File: config.mk
export PLATFORM = sky130hd
export DESIGN_NAME = pp_job_scheduler
export DESIGN_NICKNAME = d
export VERILOG_FILES = /design/src/rtl/pp_job_scheduler.sv
export SDC_FILE = /design/constraint.sdc
export NUM_CORES = 1
export LEC_CHECK = 0
export CAP_MARGIN = 20
export CORE_AREA = 2 2 106 108
export CTS_CLUSTER_DIAMETER = 60
export CTS_CLUSTER_SIZE = 8
export DETAILED_ROUTE_END_ITERATION = 8
export DIE_AREA = 0 0 108 110
export HOLD_SLACK_MARGIN = 0.02
export PLACE_DENSITY = 0.88
export SYNTH_ARGS = -nofsm -noshare
export SYNTH_HDL_FRONTEND = slang
export SYNTH_SLANG_ARGS = --single-unit
File: constraint.sdc
create_clock -name clk -period 2.9 [get_ports clk]
set_clock_uncertainty 0.05 [all_clocks]
set_input_delay 0.29 -clock clk [delete_from_list [all_inputs] [get_ports clk]]
set_output_delay 0.29 -clock clk [all_outputs]
set_load 0.01 [all_outputs]
File: src/rtl/pp_job_scheduler.sv
// Round-robin job scheduler in front of the packet processor: grants one requester,
// pulses start, waits for irq or timeout, returns the PP status on a response channel.
// Latency: grant->start 1 cycle, irq->rsp_valid 1 cycle. Backpressure: rsp_ready low holds REPORT, no new grants.
//
// Ports:
//   clk, reset (async, active-low)
//   req_valid_i/req_addr_i/req_ready_o : per-requester job request, one-hot accept pulse
//   cfg_ignore_ecc_i                   : ECC-ignore setting, sampled at grant
//   start_o/addr_hdr_o/ignore_ecc_err_o: PP launch interface
//   busy_i/irq_i/pkt_*                 : PP progress and status
//   rsp_valid_o/rsp_ready_i/rsp_id_o/rsp_status_o : response channel
//   jobs_done_o                        : saturating count of jobs completed by irq
module pp_job_scheduler #(
   parameter int NUM_REQ = 4,
   parameter int ADDR_W  = 32,
   parameter int TIMEOUT = 1023,
   localparam int IDW    = $clog2(NUM_REQ)
) (
   input  logic                      clk,
   input  logic                      reset,
   input  logic [NUM_REQ-1:0]        req_valid_i,
   input  logic [NUM_REQ*ADDR_W-1:0] req_addr_i,
   output logic [NUM_REQ-1:0]        req_ready_o,
   input  logic                      cfg_ignore_ecc_i,
   output logic                      start_o,
   output logic [ADDR_W-1:0]         addr_hdr_o,
   output logic                      ignore_ecc_err_o,
   input  logic                      busy_i,
   input  logic                      irq_i,
   input  logic                      pkt_ecc_corr_i,
   input  logic                      pkt_ecc_uncorr_i,
   input  logic                      pkt_crc_err_i,
   input  logic [3:0]                pkt_byte_cnt_i,
   input  logic [3:0]                pkt_type_i,
   output logic                      rsp_valid_o,
   input  logic                      rsp_ready_i,
   output logic [IDW-1:0]            rsp_id_o,
   output logic [11:0]               rsp_status_o,
   output logic [15:0]               jobs_done_o
);

   localparam int CW = $clog2(TIMEOUT + 1);
   // Expiry fires on the cycle the counter would reach TIMEOUT, so the job
   // spends exactly TIMEOUT cycles in the wait states before REPORT.
   localparam logic [CW-1:0] TMO_LAST = CW'(TIMEOUT - 1);

   typedef enum logic [2:0] {IDLE, START, WAIT_BUSY, WAIT_IRQ, REPORT} state_t;

   state_t          state, state_nxt;
   logic [IDW-1:0]  last_grant;
   logic [IDW-1:0]  grant_id;
   logic [IDW-1:0]  idx;
   logic            grant_found;
   logic [CW-1:0]   tmo_cnt;
   logic            grant;
   logic            capture;
   logic            expire;

   // Round-robin search starting just after the previous winner.
   always_comb begin
      grant_found = 1'b0;
      grant_id    = '0;
      idx         = '0;
      for (int k = 1; k <= NUM_REQ; k++) begin
         idx = IDW'((int'(last_grant) + k) % NUM_REQ);
         if (!grant_found && req_valid_i[idx]) begin
            grant_found = 1'b1;
            grant_id    = idx;
         end
      end
   end

   always_ff @(posedge clk or negedge reset) begin
      if (!reset) state <= IDLE;
      else        state <= state_nxt;
   end

   always_comb begin
      state_nxt   = state;
      req_ready_o = '0;
      start_o     = 1'b0;
      rsp_valid_o = 1'b0;
      grant       = 1'b0;
      capture     = 1'b0;
      expire      = 1'b0;
      case (state)
         IDLE: begin
            // Gated by reset so no accept pulse leaks out while reset is held.
            if (grant_found && !busy_i && reset) begin
               grant                 = 1'b1;
               req_ready_o[grant_id] = 1'b1;
               state_nxt             = START;
            end
         end
         START: begin
            start_o   = 1'b1;
            state_nxt = WAIT_BUSY;
         end
         WAIT_BUSY, WAIT_IRQ: begin
            // irq has priority over a simultaneous timeout expiry.
            if (irq_i) begin
               capture   = 1'b1;
               state_nxt = REPORT;
            end else if (tmo_cnt == TMO_LAST) begin
               expire    = 1'b1;
               state_nxt = REPORT;
            end else if (state == WAIT_BUSY && busy_i) begin
               state_nxt = WAIT_IRQ;
            end
         end
         REPORT: begin
            rsp_valid_o = 1'b1;
            if (rsp_ready_i) state_nxt = IDLE;
         end
         default: state_nxt = IDLE;
      endcase
   end

   always_ff @(posedge clk or negedge reset) begin
      if (!reset) begin
         last_grant       <= IDW'(NUM_REQ - 1);
         addr_hdr_o       <= '0;
         ignore_ecc_err_o <= 1'b0;
         rsp_id_o         <= '0;
         rsp_status_o     <= '0;
         jobs_done_o      <= '0;
         tmo_cnt          <= '0;
      end else begin
         if (grant) begin
            addr_hdr_o       <= req_addr_i[grant_id*ADDR_W +: ADDR_W];
            ignore_ecc_err_o <= cfg_ignore_ecc_i;
            rsp_id_o         <= grant_id;
            last_grant       <= grant_id;
         end
         if (state == START) begin
            tmo_cnt <= '0;
         end else if (state == WAIT_BUSY || state == WAIT_IRQ) begin
            tmo_cnt <= tmo_cnt + 1'b1;
         end
         if (capture) begin
            rsp_status_o <= {1'b0, pkt_crc_err_i, pkt_ecc_uncorr_i, pkt_ecc_corr_i,
                             pkt_type_i, pkt_byte_cnt_i};
            if (jobs_done_o != 16'hFFFF) jobs_done_o <= jobs_done_o + 16'd1;
         end else if (expire) begin
            rsp_status_o <= 12'h800;
         end
      end
   end

endmodule

Word level (Yosys, flattened, before mapping)
Cells that the tools add are included.

Bits in registers: 78. Output and inout port bits: 69.

Add/subtract/negate cells: 6. Magnitude comparators: 6. Equality and inequality tests: 9. Shift operators: 1. Mux-type cells: 39. Reduce and logical (&&, ||, !) cells: 18.

Operators by type and width (number): $shiftx A128 B8 Y32 (1); $mux W12 (2); $mux W10 (2); $mux W1 (18); $add A16 B1 Y16 const B (1); $ne A16 B16 Y1 const B (1); $lt A2 B3 Y1 const B (5); $mux W3 (5); $pmux W3 S4 (1); $add A10 B1 Y10 const B (1); $eq A10 B10 Y1 const B (1); $bmux W1 S2 (4); $mux W2 (4); $mux W4 (2); $logic_and A1 B1 Y1 (7); $eq A3 B2 Y1 const B (2); $add A2 B1 Y2 const B (2); $add A2 B2 Y2 const B (2); $logic_not A1 Y1 (4); $ne A2 B2 Y1 const B (2); $ne A4 B4 Y1 const B (1); $reduce_bool A2 Y1 (2); $eq A3 B1 Y1 const B (1); $eq A3 B3 Y1 const B (1); 7 further kinds (7).

Longest topological paths before layout
Gate-level depths: netlist of the first run.

Word-level depth: 19. Mapped depth: 8. Gate-level depth less buffers: 6.

Worst setup path after synthesis of the first run
Ideal clock, no wire load.

Path kind: register to output. From: register state[1]. To: output req_ready_o[0]. Data arrival time: 1.932 ns. Required time: 2.560 ns. Setup slack: 0.628 ns. Cell stages (with the launch flop): 8. Buffers on the path: 3. Path through: dfrtp_1 > buf_2 > or4b_4 > nor3_2 > a21bo_1 > buf_2 > buf_2 > nor2_1.

Cells in the longest elaborated chain, start to end: 2.

Ends and longest elaborated chain: start: declaration (RTL line 49) `state_t state, state_nxt;`; start signal: assignment (RTL line 75) `else state <= state_nxt;`; $logic_not A3 Y1 (RTL line 86) `case (state)`; $mux W4 (RTL line 86); end: declaration (RTL line 23) `output logic [NUM_REQ-1:0] req_ready_o,`.

No other way between the ends.

Worst setup path after layout of the first run
From: register state[0]. To: output req_ready_o[0].

The elaborated chain is that of the path after synthesis.

==> impl_metrics.tcl, run 1 <==
set metrics [dict create \
    post-route-util_pct 63.3 \
    internal-power_mw 3.22 \
    port_buffers 217 \
    fp.dieH_um 110 \
    clk_path_buf_depth 2 \
    synth_area_per_cell_um2 9.19 \
    hold_violations 0 \
    hp-class "in -> reg" \
    ir_drop_uv 383 \
    dieArea_um2 11900 \
    place_ws_ns 0.196 \
    worst_pin_slew_ns 0.901 \
    p_leak_nw 2.80 \
    mostFrequentLayoutCells "clkdlybuf4s50_1 (216), dfrtp_1 (76), nor2_1 (51)" \
    setup_ws_ns 0.0906 \
    stdcell_count 814 \
    start_util_pct 39.5 \
    gp_congestion 0.836 \
    drtPass1Iterations 7 \
    ios 218 \
    grt-ovfl-total 0 \
    drive_gt1_share_pct 6.53 \
    clkLatencyLatePin_ns 0.36 \
    grt_max_degree 79 \
    ys.flop_type "dfrtp_1" \
    fin_nets 822 \
    setup.worst_path.start_class "register" \
    max_freq_mhz 356 \
    synth_area_um2 4220 \
    setup_viol 0 \
    required_ns 2.56 \
    reg2reg_from "last_grant[1]" \
    grt_pass1_wl_um 23000 \
    rsz0062_at_grt "no" \
    path_clk_slew_ns 0.09 \
    synth-async-reset-ratio_pct 100 \
    mostFrequentLayoutCell "clkdlybuf4s50_1" \
    drv_cap 0 \
    drt_iter0_drc 333 \
    cts_max_level 3 \
    powerDensity_nw_per_um2 763 \
    seq_area_frac_synth_pct 46.3 \
    clkSinkCount 78 \
    rows 38 \
    ys_seq_elements 78 \
    hold_path_startpoint "reset" \
    relSlewSlack_pct 39.9 \
    sw_frac_of_total_pct 37.7 \
    num_vias 4606 \
    drc 0 \
    syn-num-nets 611 \
    wl_um 15100 \
    cts_inserted_buffers 9 \
    num_antenna_cells 0 \
    critPathArrivalTime_ns 2.47 \
    synth_edf_count 0 \
    startpoint "state[0]" \
    combPwrFrac_pct 49.7 \
    cts_setup_buffers 0 \
    fin_setup_tns_ns 0 \
    status "finished clean" \
    ant_nets 0 \
    synth_cells 459 \
    place_hpwl_um 10900 \
    cp_max_fo 5 \
    core-area_um2 10700 \
    p_clk_share_pct 15.8 \
    crit_path_end_kind "output pin" \
    maxSlewViolCount 0 \
    antenna_found_initial 0 \
    ys_types 50 \
    grt_util_all_layers_pct 24.9 \
    whs_ns 0.423 \
    finalCritPeriodShare_pct 96.9 \
    synth_warnings 0 \
    syn_to_final_growth_pct 60.5 \
    power_frac_seq_pct 34.6 \
    grt_pass1_vias 4626 \
    root_buffer "clkbuf_8" \
    p_sw_mw 1.95 \
    routedWlPerCell_um 18.5 \
    period_needed_ns 2.81 \
    crit_type "reg -> out" \
    dp.cells 797 \
    avgViaCountPerCell 5.66 \
    cts_tree "yes" \
    chipWidth_um 108 \
]
[sequential cells by signal, indices dropped and copies added, names as in the netlist]
register and flops:
addr_hdr_o 32, jobs_done_o 16, rsp_status_o 12, tmo_cnt 10, state 3, last_grant 2, rsp_id_o 2, ignore_ecc_err_o 1
[power by group through the flow]
stage / Clock [mW] / Sequential (mW) / Combinational (mW)
final: 0.815 / 1.79 / 2.57
after global routing: 0.873 / 1.84 / 2.77
after CTS: 0.827 / 1.78 / 2.58
after detailed placement: 0 / 1.80 / 2.57
after global placement: 0 / 1.78 / 2.50
after floorplan: 0 / 1.91 / 1.08
[path summary, 6_finish.rpt]
path | endpoint | cells after the start | slack [ns]
max | req_ready_o[0] | 5 | 0.09
min | state[0] | 4 | 0.42
max reg2reg | addr_hdr_o[22] | 5 | 0.56
min reg2reg | ignore_ecc_err_o | 1 | 0.45
max in group asynchronous | addr_hdr_o[23] | 4 | 1.69
min in group asynchronous | tmo_cnt[7] | 3 | 0.49
[kinds of logic after synthesis]
| logic type | Yosys count | share of synthesized area, % |
|---|---|---|
| and+or+nand+nor | 163 | 18.6 |
| AOI/OAI and AO/OA | 144 | 24.5 |
| DFF | 78 | 46.3 |
| buffers and inverters | 49 | 4.86 |
| xor gates and xnor gates | 18 | 3.74 |
| muxes | 4 | 1.04 |
| adders and majority gates | 3 | 0.890 |
[synth_stat cells, types with 3 or more instances]
cell type | count | area [µm²]
xor2_1 | 7 | 61.3
buf_2 | 11 | 55.1
nand4_1 | 5 | 31.3
nand3_1 | 11 | 55.1
nand2_1 | 46 | 173
o21ai_0 | 7 | 35.0
nor2_1 | 51 | 191
o21bai_1 | 3 | 22.5
a22o_1 | 12 | 105
dfrtp_1 | 76 | 1900
a221oi_1 | 26 | 228
or3_1 | 4 | 25.0
a21oi_1 | 38 | 190
and4_1 | 3 | 26.3
clkbuf_1 | 22 | 82.6
xnor2_1 | 11 | 96.3
a211oi_1 | 43 | 323
and3_1 | 29 | 181
ha_1 | 3 | 37.5
inv_1 | 14 | 52.6
[critical path, stage by stage (launching register included)]
cell and delay [ns]:
dfrtp_1 0.42, or4b_4 0.56, nor3_4 0.19, a21bo_2 0.28
nor2_1 0.11, clkdlybuf4s50_1 0.55
[layout make-up]
cell class | count | area [µm²]
fillers | 852 | 3920
repair buffers | 234 | 2320
clock buffers | 10 | 128
multi-input cells | 332 | 2080
flip-flops and latches | 78 | 1950
well taps | 140 | 175
clock inverters | 5 | 60.1
inverters | 15 | 56.3
[through the flow]
step           instance area, µm²  power (mW)
2_1_floorplan                4220        3.00
3_3_place_gp                 6560        4.27
3_5_place_dp                 6560        4.37
4_1_cts                      6740        5.19
5_1_grt                      6770        5.48
6_report                     6770        5.17
[layer usage]
| metal | vias up | GRT usage (%) | share of wire (%) |
|---|---|---|---|
| li1 | 2101 | - | - |
| met1 | 2236 | 30.2 | 39 |
| met2 | 237 | 43.6 | 51 |
| met3 | 32 | 6.17 | 8.0 |
| met4 | 0 | 8.33 | 2.0 |
| met5 | - | 0 | 0 |
[repair_timing]
item / 4_1_cts / 5_1_grt
endpoints found under the setup margin: 0 / 1
hold endpoints to repair: 0 / 35
gates resized for setup: 0 / 1
hold buffers: 0 / 1
(Power assumes the default switching activity.)
==> run 2: changes to the inputs <==
PLACE_DENSITY = unset   (was 0.88)
PLACE_DENSITY_LB_ADDON = 0.2   (was unset)
==> impl_metrics.tcl, run 2 (synthesized netlist as in run 1, its figures left out) <==
set metrics [dict create \
    ant_nets 0 \
    slowest_delay_ns 0.59 \
    dieArea_um2 11900 \
    wl_um 15000 \
    mostFrequentLayoutCell "clkdlybuf4s50_1" \
    root_buffer "clkbuf_8" \
    period_needed_ns 2.70 \
    power_frac_seq_pct 34.2 \
    port_buffers 217 \
    route.met3.wl_um 1170 \
    ios 218 \
    place_hpwl_um 10800 \
    largest_reg_flops 32 \
    setup.worst_path.start_class "register" \
    crit_path_end_kind "output pin" \
    drive_gt1_share_pct 7.09 \
    cts_max_level 3 \
    hold_violations 0 \
    r2r-end "addr_hdr_o[14]" \
    setup_viol 0 \
    internal-power_mw 3.32 \
    powerDensity_nw_per_um2 771 \
    clkLatencyLatePin_ns 0.36 \
    top_regs "addr_hdr_o: 32 flops, jobs_done_o: 16 flops, rsp_status_o: 12 flops" \
    combPwrFrac_pct 48.5 \
    required_ns 2.56 \
    relSlewSlack_pct 41.9 \
    met1_length_um 5780 \
    clk_path_buf_depth 2 \
    grt-ovfl-total 0 \
    drtPass1Iterations 4 \
    num_vias 4534 \
    worst_pin_slew_ns 0.872 \
    ff2ff_path_depth 5 \
    antenna_found_initial 0 \
    routedWlPerCell_um 18.4 \
    ir_drop_uv 370 \
    r2r_slack_ns 0.52 \
    p_clk_share_pct 17.3 \
    cp_max_fo 8 \
    syn_to_final_growth_pct 61.9 \
    max_freq_mhz 371 \
    sw_frac_of_total_pct 37.0 \
    critPathArrivalTime_ns 2.36 \
    gp_congestion 0.851 \
    crit_type "reg -> out" \
    drv_cap 0 \
    grt_pass1_vias 4479 \
    reg2reg_from "last_grant[1]" \
    fin_nets 824 \
    crit_path_top_delay_cell "dfstp_2" \
    grt_util_all_layers_pct 24.8 \
    chipWidth_um 108 \
    p_sw_mw 1.95 \
    clkSinkCount 78 \
    cts_tree "yes" \
    crit_chain "mux2i_1, o21ai_2, a21o_2, nor2_1, clkdlybuf4s50_1" \
    hp-class "in -> async" \
    rsz0062_at_grt "no" \
    start_util_pct 39.5 \
    cts_inserted_buffers 9 \
    finalCritPeriodShare_pct 93.0 \
    wl_met2_um 7660 \
    top_layer "met4" \
    mostFrequentLayoutCells "clkdlybuf4s50_1 (214), dfrtp_1 (75), nor2_1 (51)" \
    path_clk_slew_ns 0.09 \
    grt_max_degree 79 \
    status "finished clean" \
    num-fill-cells 897 \
    avgViaCountPerCell 5.55 \
    power_mw 5.27 \
    fp.dieH_um 110 \
    fin_setup_tns_ns 0 \
    drt_iter0_drc 218 \
    maxSlewViolCount 0 \
    core-area_um2 10700 \
    top_register "addr_hdr_o" \
    drc 0 \
    grt_pass1_wl_um 22400 \
    p_leak_nw 2.85 \
    num_antenna_cells 0 \
    rows 38 \
]
## run 2: cell count changes in the layout (fill, tap and decap cells not counted), sizes merged
cell / previous run / this run
clkbuf: 10 / 9
dlygate4sd2: 0 / 1
inv: 16 / 15
dlymetal6s2s: 0 / 1
bufinv: 1 / 2
clkdlybuf4s50: 216 / 214
buf: 17 / 19
clkinv: 2 / 4
## run 2: metal layers
| metal | track usage, % | vias to the layer above |
|---|---|---|
| met5 | 0 | - |
| met3 | 7.88 | 37 |
| met2 | 44.0 | 199 |
| met1 | 27.9 | 2182 |
| met4 | 9.34 | 0 |
| li1 | - | 2116 |
## run 2: power by group through the flow
| stage | Combinational, mW | Sequential [mW] | Clock (mW) |
|---|---|---|---|
| 2_1_floorplan | 1.08 | 1.91 | 0 |
| 3_3_place_gp | 2.50 | 1.80 | 0 |
| 3_5_place_dp | 2.54 | 1.82 | 0 |
| 4_1_cts | 2.54 | 1.80 | 0.928 |
| 5_1_grt | 2.77 | 1.85 | 0.985 |
| 6_report | 2.55 | 1.80 | 0.914 |
## run 2: area by class of cell
cell class | count | area, µm² | share of cell area (%)
flip-flops and latches | 78 | 1960 | 28.6
clock buffers | 9 | 124 | 1.81
clock inverters | 7 | 98.8 | 1.45
multi-input cells | 332 | 2080 | 30.4
inverters | 15 | 56.3 | 0.824
repair buffers | 236 | 2350 | 34.4
well taps | 140 | 175 | 2.56
## run 2: how the worst max path moves through the flow
| stage | from | to | slack [ns] |
|---|---|---|---|
| 3_5_place_dp | busy_i | req_ready_o[1] | 0.22 |
| 4_1_cts | state[1] | req_ready_o[0] | 0.03 |
| 5_1_grt | last_grant[1] | req_ready_o[2] | 0.1 |
| 3_3_place_gp | busy_i | req_ready_o[1] | 0.23 |
| 2_1_floorplan | state[1] | req_ready_o[0] | 0.63 |
| 6_report | last_grant[1] | req_ready_o[2] | 0.20 |
## run 2: what timing repair did
item	4_1_cts	5_1_grt
buffers inserted	0	2
hold buffers	0	1
endpoints found under the hold margin	0	5
gates resized for setup	2	1
setup endpoints to repair	1	1
cloned	0	0
## run 2: through the flow
stage	std cells	hold slack [ns]	setup slack (ns)	instance area, µm²	utilization [%]
final	817	0.342	0.204	6830	63.9
after CTS	813	0.191	0.0263	6780	63.4
after global placement	797	0.421	0.230	6560	61.3
after global routing	817	0.333	0.0991	6830	63.9
after detailed placement	797	0.428	0.217	6560	61.3
after floorplan	459	-0.0556	0.628	4220	-
## run 2: critical path: cells and delay by family, from the launching register on
kind / cells / cell delay (ns)
buffers and inverters: 1 / 0.56
flip-flops: 1 / 0.59
AO/OA/AOI/OAI: 2 / 0.46
AND/OR/NAND/NOR: 1 / 0.11
multiplexers: 1 / 0.28
==> run 3: changes to the inputs <==
SKIP_LAST_GASP = 1   (was unset)
==> results of run 3 <==
Final layout, timing and power as in run 2 (identical DEF).
